--- src/rtl/arbitro_rr_4x4_pkg.sv ---
// Shared constants, state encoding and helpers for the 4x4 round-robin FIFO arbiter.
package arbitro_rr_4x4_pkg;

    localparam int DATA_WIDTH = 6;
    localparam int NUM_PORTS  = 4;
    localparam int DEST_MSB   = 5;
    localparam int DEST_LSB   = 4;

    typedef enum logic [1:0] {
        IDLE  = 2'd0,
        SERVE = 2'd1,
        HOLD  = 2'd2
    } state_t;

    typedef logic [NUM_PORTS-1:0]  port_vec_t;
    typedef logic [DATA_WIDTH-1:0] word_t;

    function automatic port_vec_t dest_onehot(input word_t w);
        return port_vec_t'(1) << w[DEST_MSB:DEST_LSB];
    endfunction

endpackage

--- src/rtl/arbitro_rr_4x4_if.sv ---
// Bundle between the arbiter (master) and its input/output FIFO environment (slave).
interface arbitro_rr_4x4_if;
    import arbitro_rr_4x4_pkg::*;

    port_vec_t                         fifo_empty_in;
    logic [NUM_PORTS*DATA_WIDTH-1:0]   data_in;
    port_vec_t                         pausa_in;
    port_vec_t                         pop;
    port_vec_t                         push;
    word_t                             data_out;
    logic                              valid_out;
    logic                              active_out;
    logic                              error_out;

    modport master (
        input  fifo_empty_in, data_in, pausa_in,
        output pop, push, data_out, valid_out, active_out, error_out
    );

    modport slave (
        output fifo_empty_in, data_in, pausa_in,
        input  pop, push, data_out, valid_out, active_out, error_out
    );

endinterface

--- src/rtl/rr_priority_sel.sv ---
// Round-robin priority select: first requesting index at or above ptr, wrapping mod 4.
module rr_priority_sel
    import arbitro_rr_4x4_pkg::*;
(
    input  port_vec_t  req,
    input  logic [1:0] ptr,
    output port_vec_t  grant,
    output logic [1:0] idx
);

    logic [1:0] cand;
    logic       found;

    // NOTE: every output and temporary gets a default before the loop so no latch is inferred.
    always_comb begin
        grant = '0;
        idx   = ptr;
        cand  = ptr;
        found = 1'b0;
        for (int k = 0; k < NUM_PORTS; k++) begin
            cand = ptr + 2'(k);
            if (!found && req[cand]) begin
                found       = 1'b1;
                grant[cand] = 1'b1;
                idx         = cand;
            end
        end
    end

endmodule

--- src/rtl/arbitro_rr_4x4.sv ---
// Round-robin arbiter draining four input FIFOs into four output FIFOs by destination,
// with a two-stage pop-to-push pipeline, Pausa backpressure and sticky error detection.
module arbitro_rr_4x4
    import arbitro_rr_4x4_pkg::*;
(
    input  logic             clk,
    input  logic             reset_L,
    arbitro_rr_4x4_if.master bus
);

    state_t     state, state_next;
    port_vec_t  eligible, grant, pop_next;
    logic [1:0] grant_idx, rr_ptr, pop_idx;
    logic       active_next, any_pausa;
    word_t      in_words [NUM_PORTS];
    logic       s1_valid;
    word_t      s1_data;
    logic [1:0] s1_dest;
    logic [1:0] pausa_cnt [NUM_PORTS];
    logic       overrun, empty_pop;

    assign any_pausa = |bus.pausa_in;
    // Fifo_Empty lags a pop by one cycle, so the input popped this cycle is not yet trustworthy.
    assign eligible  = ~bus.fifo_empty_in & ~bus.pop;
    assign s1_dest   = s1_data[DEST_MSB:DEST_LSB];
    // Two trailing words are legal under Pausa; a third consecutive Pausa cycle means overrun.
    assign overrun   = s1_valid && bus.pausa_in[s1_dest] && (pausa_cnt[s1_dest] >= 2'd2);
    assign empty_pop = |(bus.pop & bus.fifo_empty_in);

    always_comb begin
        for (int i = 0; i < NUM_PORTS; i++) begin
            in_words[i] = bus.data_in[i*DATA_WIDTH +: DATA_WIDTH];
        end
    end

    rr_priority_sel u_sel (
        .req   (eligible),
        .ptr   (rr_ptr),
        .grant (grant),
        .idx   (grant_idx)
    );

    // NOTE: sequential state uses non-blocking assignments so all registers update together.
    always_ff @(posedge clk) begin
        if (!reset_L) state <= IDLE;
        else          state <= state_next;
    end

    always_comb begin
        state_next = state;
        unique case (state)
            IDLE:    if (|eligible && !any_pausa) state_next = SERVE;
            SERVE:   if (any_pausa)               state_next = HOLD;
                     else if (!(|eligible))       state_next = IDLE;
            HOLD:    if (!any_pausa)              state_next = (|eligible) ? SERVE : IDLE;
            default:                              state_next = IDLE;
        endcase
    end

    always_comb begin
        active_next = (state_next == SERVE);
        pop_next    = active_next ? grant : '0;
    end

    // NOTE: the small Pausa counter array is reset explicitly; it feeds the error decision.
    always_ff @(posedge clk) begin
        if (!reset_L) begin
            bus.pop        <= '0;
            bus.push       <= '0;
            bus.data_out   <= '0;
            bus.valid_out  <= 1'b0;
            bus.active_out <= 1'b0;
            bus.error_out  <= 1'b0;
            rr_ptr         <= '0;
            pop_idx        <= '0;
            s1_valid       <= 1'b0;
            s1_data        <= '0;
            for (int j = 0; j < NUM_PORTS; j++) pausa_cnt[j] <= '0;
        end else begin
            bus.pop        <= pop_next;
            bus.active_out <= active_next;
            pop_idx        <= grant_idx;
            if (|pop_next) rr_ptr <= grant_idx + 2'd1;

            s1_valid <= |bus.pop;
            s1_data  <= in_words[pop_idx];

            bus.valid_out <= s1_valid;
            bus.push      <= s1_valid ? dest_onehot(s1_data) : '0;
            if (s1_valid) bus.data_out <= s1_data;

            if (overrun || empty_pop) bus.error_out <= 1'b1;

            for (int j = 0; j < NUM_PORTS; j++) begin
                if (!bus.pausa_in[j])         pausa_cnt[j] <= '0;
                else if (pausa_cnt[j] != 2'd3) pausa_cnt[j] <= pausa_cnt[j] + 2'd1;
            end
        end
    end

endmodule

--- src/flat_wrapper.sv ---
// flat-port wrapper written by rule: the top's interface ports become plain ports
module arbitro_rr_4x4_flat import arbitro_rr_4x4_pkg::*;
  (clk, reset_L, bus_fifo_empty_in, bus_data_in, bus_pausa_in, bus_pop, bus_push, bus_data_out, bus_valid_out, bus_active_out, bus_error_out);
  arbitro_rr_4x4_if bus_i ();
  input  logic clk;
  input  logic reset_L;
  input wire logic [$bits(bus_i.fifo_empty_in)-1:0] bus_fifo_empty_in;
  input wire logic [$bits(bus_i.data_in)-1:0] bus_data_in;
  input wire logic [$bits(bus_i.pausa_in)-1:0] bus_pausa_in;
  output wire logic [$bits(bus_i.pop)-1:0] bus_pop;
  output wire logic [$bits(bus_i.push)-1:0] bus_push;
  output wire logic [$bits(bus_i.data_out)-1:0] bus_data_out;
  output wire logic [$bits(bus_i.valid_out)-1:0] bus_valid_out;
  output wire logic [$bits(bus_i.active_out)-1:0] bus_active_out;
  output wire logic [$bits(bus_i.error_out)-1:0] bus_error_out;
  assign bus_i.fifo_empty_in = bus_fifo_empty_in;
  assign bus_i.data_in = bus_data_in;
  assign bus_i.pausa_in = bus_pausa_in;
  assign bus_pop = bus_i.pop;
  assign bus_push = bus_i.push;
  assign bus_data_out = bus_i.data_out;
  assign bus_valid_out = bus_i.valid_out;
  assign bus_active_out = bus_i.active_out;
  assign bus_error_out = bus_i.error_out;
  arbitro_rr_4x4 u_core (.clk(clk), .reset_L(reset_L), .bus(bus_i));
endmodule
--- config.mk ---
export PLATFORM = sky130hd
export DESIGN_NAME = arbitro_rr_4x4_flat
export DESIGN_NICKNAME = d
export VERILOG_FILES = /design/src/rtl/arbitro_rr_4x4_pkg.sv /design/src/rtl/arbitro_rr_4x4_if.sv /design/src/rtl/rr_priority_sel.sv /design/src/rtl/arbitro_rr_4x4.sv /design/src/flat_wrapper.sv
export SDC_FILE = /design/constraint.sdc
export NUM_CORES = 1
export LEC_CHECK = 0
export CAP_MARGIN = 20
export CORE_MARGIN = 4
export CORE_UTILIZATION = 49
export CTS_BUF_LIST = sky130_fd_sc_hd__clkbuf_16
export DETAILED_ROUTE_END_ITERATION = 8
export MAX_ROUTING_LAYER = met4
export PLACE_DENSITY = 0.81
export SYNTH_ARGS = -nofsm -noshare
export SYNTH_HDL_FRONTEND = slang
export SYNTH_SLANG_ARGS = --single-unit
--- constraint.sdc ---
create_clock -name clk -period 3.2 [get_ports clk]
set_input_delay 0.32 -clock clk [delete_from_list [all_inputs] [get_ports clk]]
set_output_delay 0.32 -clock clk [all_outputs]
set_load 0.02 [all_outputs]
==> impl_results.rst, run 1 <==
.. list-table::
   :header-rows: 1

   * - Metric
     - Value
   * - Run status
     - complete, no violations
   * - Hold Path Origin
     - u_core.s1_data[0]
   * - Measured slew at the worst slew-check pin
     - 0.5692 ns
   * - Ratio of cells with drive above 1 in the final layout
     - 8.949%
   * - Layout area overhead
     - 37.91%
   * - Detailed-route vias per instance
     - 5.751
   * - Internal power
     - 956.2 uW
   * - Share of total power in the clock network
     - 44.5%
   * - Via count of the first global-routing pass
     - 1731
   * - Proportion of synthesized flip-flops having asynchronous set or reset
     - 0%
   * - Max capacitance violation total
     - 0
   * - Count of boundary I/O pins
     - 51
   * - Final cycle utilization of the critical path
     - 93.34%
   * - Detailed-route DRC error count
     - 0
   * - Switching part of the total
     - 21.54%
   * - Sequential area share after synthesis
     - 42.32%
   * - Worst-path maximum fanout
     - 9
   * - Compound-gate portion of the synthesized area
     - 10.96%
   * - Cts bufs inserted
     - 5
   * - Wire length after detailed routing
     - 4.839 mm
   * - Total GRT Usage
     - 19.75%
   * - Number of synthesized flops with an enable pin
     - 8
   * - Final Max Slew Viols
     - 0
   * - Smallest hold slack
     - 0.4792 ns
   * - P_sw
     - 262.5 uW
   * - Overall die height
     - 71.68 um
   * - Synthesized-area fraction occupied by xor and xnor cells
     - 0.8816%
   * - TNS Setup
     - 0 ns
   * - Static Leak
     - 1.069 nW
   * - Post-DRT Antenna Nets
     - 0
   * - Largest net degree at the start of global routing
     - 22
   * - Total Nets Final
     - 301
   * - Overall Power
     - 1.219 mW
   * - Clock Sinks
     - 38
   * - Crit path kind
     - flop to flop
   * - Endpoints failing hold
     - 0
   * - Post-layout minimum cycle time
     - 2.987 ns
   * - Final setup fails
     - 0
   * - Area of the core
     - 0.003799 mm^2
   * - Count of inserted antenna diode cells
     - 0
   * - Arrival time worst endpoint
     - 3.16 ns
   * - Via Count
     - 1754
   * - Slew margin rel.
     - 61.97%
   * - Post-route clock skew
     - 0.005774 ns
   * - Total die area
     - 0.005138 mm^2
   * - Flops & latches, synth
     - 38
   * - First-pass detailed-route iteration total
     - 4
   * - Critical Path Source
     - u_core.rr_ptr[1]
   * - Count of H-tree levels built during CTS
     - 2
   * - Clock tree from TritonCTS
     - yes
   * - Synth Area in Adders
     - 6.927%
   * - Pre-CTS setup slack
     - 0.1963 ns
   * - Horizontal die dimension
     - 71.68 um
   * - Average cell area after synthesis
     - 9.935 um^2
   * - Mux contribution to synthesized area
     - 13.10%
   * - Skew-Pair Late Insertion Delay
     - 0.28 ns
   * - P per Cell Area
     - 444.8 mW/mm^2
   * - Detail Placement HPWL
     - 3.560 mm
   * - Antenna violations before repair
     - 0
   * - Global-route congestion overflow total
     - 0
   * - Count of cell types in the netlist
     - 36
   * - Worst-case setup margin in the final layout
     - 0.2133 ns
   * - Worst path required time
     - 3.37 ns
   * - Combinational family with the most area after synthesis
     - simple AND/OR/NAND/NOR gates
   * - Most common flop cell mapped by yosys
     - dfxtp_1
   * - Kind of end point of the critical path
     - flop
   * - Yosys warning total
     - 0
   * - Net count after synthesis
     - 245
   * - Fraction of power consumed by combinational cells
     - 12.7%
   * - Buffers on Ports
     - 50
   * - Worst ir drop on vdd
     - 0.2456 mV
   * - Post-CTS Repair Setup Buffers
     - 0
   * - Unrepaired setup endpoints after global routing
     - false
   * - Final standard cell utilization of the core
     - 72.13%
   * - Initial drt markers
     - 89
   * - Syn Inst Count
     - 200
   * - Global-route wire length before repair
     - 7.831 mm
   * - Clock root buffer
     - clkbuf_16
   * - RePlAce Congestion
     - 0.9862
   * - Simple logic cell fraction of the synthesized area
     - 22.92%
   * - Post-Syn Area
     - 0.001987 mm^2
   * - Class of the tightest hold or removal check
     - flop to flop
   * - Initial core utilization
     - 52.31%
   * - Reg-to-Reg Start
     - u_core.rr_ptr[1]
   * - CTS max path bufs
     - 2
   * - Clock transition at the registers of the reported paths
     - 0.06 ns
   * - Row cnt
     - 22
   * - Category of the worst setup path launch point
     - flop
   * - WL/cell
     - 15.87 um
   * - Relative contribution of sequential cells to total power
     - 42.8%
   * - Upper clock frequency limit
     - 334.8 MHz
final timing paths:
path / endpoint / slack [ns] / cells after the start
worst min-delay path: u_core.bus.data_out[0] / 0.48 / 2
worst max-delay path: u_core.rr_ptr[1] / 0.21 / 10
worst max register to register: u_core.rr_ptr[1] / 0.21 / 10
worst min register to register: u_core.bus.data_out[0] / 0.48 / 2
cell usage in the layout (no fill, tap or decap), types with 2 or more instances in the layout:
cell / count
clkdlybuf4s50_1: 50
dfxtp_1: 30
nor2_1: 23
and2_1: 14
nand2_1: 14
ha_1: 11
nor3_1: 10
inv_1: 8
nand3_1: 8
mux4_2: 8
nor3b_1: 8
mux2i_1: 8
edfxtp_1: 8
buf_4: 7
clkbuf_16: 5
or2_1: 4
a22o_1: 4
a21oi_1: 4
o21ai_0: 3
o211ai_1: 3
a311oi_1: 2
o22ai_1: 2
nor4_1: 2
a2111oi_1: 2
xor2_1: 2
and3_1: 2
state kept, by name (all words and copies together) (netlist names):
| register | count |
|---|---|
| u_core.pop_idx | 2 |
| u_core.bus.push | 4 |
| u_core.bus.data_out | 6 |
| u_core.bus.valid_out | 1 |
| u_core.bus.pop | 4 |
| u_core.bus.active_out | 1 |
| u_core.s1_valid | 1 |
| u_core.pausa_cnt | 8 |
| u_core.state | 2 |
| u_core.bus.error_out | 1 |
| u_core.s1_data | 6 |
| u_core.rr_ptr | 2 |
final cells by class:
class                      count  area (um^2)
clock inverter                 3        37.54
clock buffer                   5        125.1
multi-input combinational    147         1097
sequential                    38        840.8
timing repair buffer          57        553.0
fill                         278         1059
inverter                       7        26.28
tap                           48        60.06
synthesized netlist by cell type (3+ instances only):
cell type,count,share of area [%]
o21ai_0,3,0.76
edfxtp_1,8,12
mux4_2,8,9.1
ha_1,11,6.9
a22o_1,4,1.8
mux2i_1,8,4.0
dfxtp_1,30,30
clkbuf_1,7,1.3
nor3b_1,8,3.0
nor2_1,23,4.3
nand2_1,14,2.6
nand3_1,8,2.0
a21oi_1,4,1.0
and2_1,14,4.4
nor3_1,10,2.5
inv_1,7,1.3
a2111oi_0,4,1.8
or2_1,4,1.3
o211ai_1,3,1.1
power by group through the flow:
stage	sequential, mW	combinational [mW]	clock [mW]
after CTS	0.521	0.152	0.543
after global routing	0.523	0.169	0.567
after global placement	0.530	0.146	0
after detailed placement	0.531	0.150	0
after floorplan	0.525	0.0845	0
final	0.521	0.155	0.543
timing repair:
action,in CTS,in global routing
endpoints found under the setup margin,0,2
hold buffers,0,0
gates resized for setup,0,4
kinds of logic after synthesis:
logic type               Yosys count
AND/OR/NAND/NOR                   89
flip-flops                        38
AO/OA/AOI/OAI                     29
multiplexers                      16
buffers and inverters             15
adder cells (fa/ha/maj)           11
XOR/XNOR                           2
critical path, cell delays in order (launching register included):
cell and delay (ns):
dfxtp_1 0.48, inv_1 0.11, ha_1 0.46, o21ba_2 0.20
mux2i_1 0.19, o22ai_1 0.20, and2_1 0.20, a2111oi_0 0.49
and4_1 0.33, o211ai_1 0.12, o41ai_1 0.09
stage by stage:
step,instances,cell area (um^2)
global placement,297,2569
detailed placement,297,2569
finish,305,2740
CTS,305,2731
floorplan,200,1987
global route,305,2740
metal layers:
metal	wire (um)	track usage [%]
met5	0	-
met4	61	7.098
met3	504	5.049
met2	2292	32.35
met1	1981	23.39
No activity file was read; power rests on OpenSTA's default activity.
==> run 2: changes to the inputs <==
--- a/config.mk
+++ b/config.mk
@@ -5,6 +5,7 @@
 export SDC_FILE = /design/constraint.sdc
 export NUM_CORES = 1
 export LEC_CHECK = 0
+export ABC_CLOCK_PERIOD_IN_PS = 3200
 export CAP_MARGIN = 20
 export CORE_MARGIN = 4
 export CORE_UTILIZATION = 49
==> results of run 2 <==
No change in the layout: final DEF, timing and power equal those of run 1.
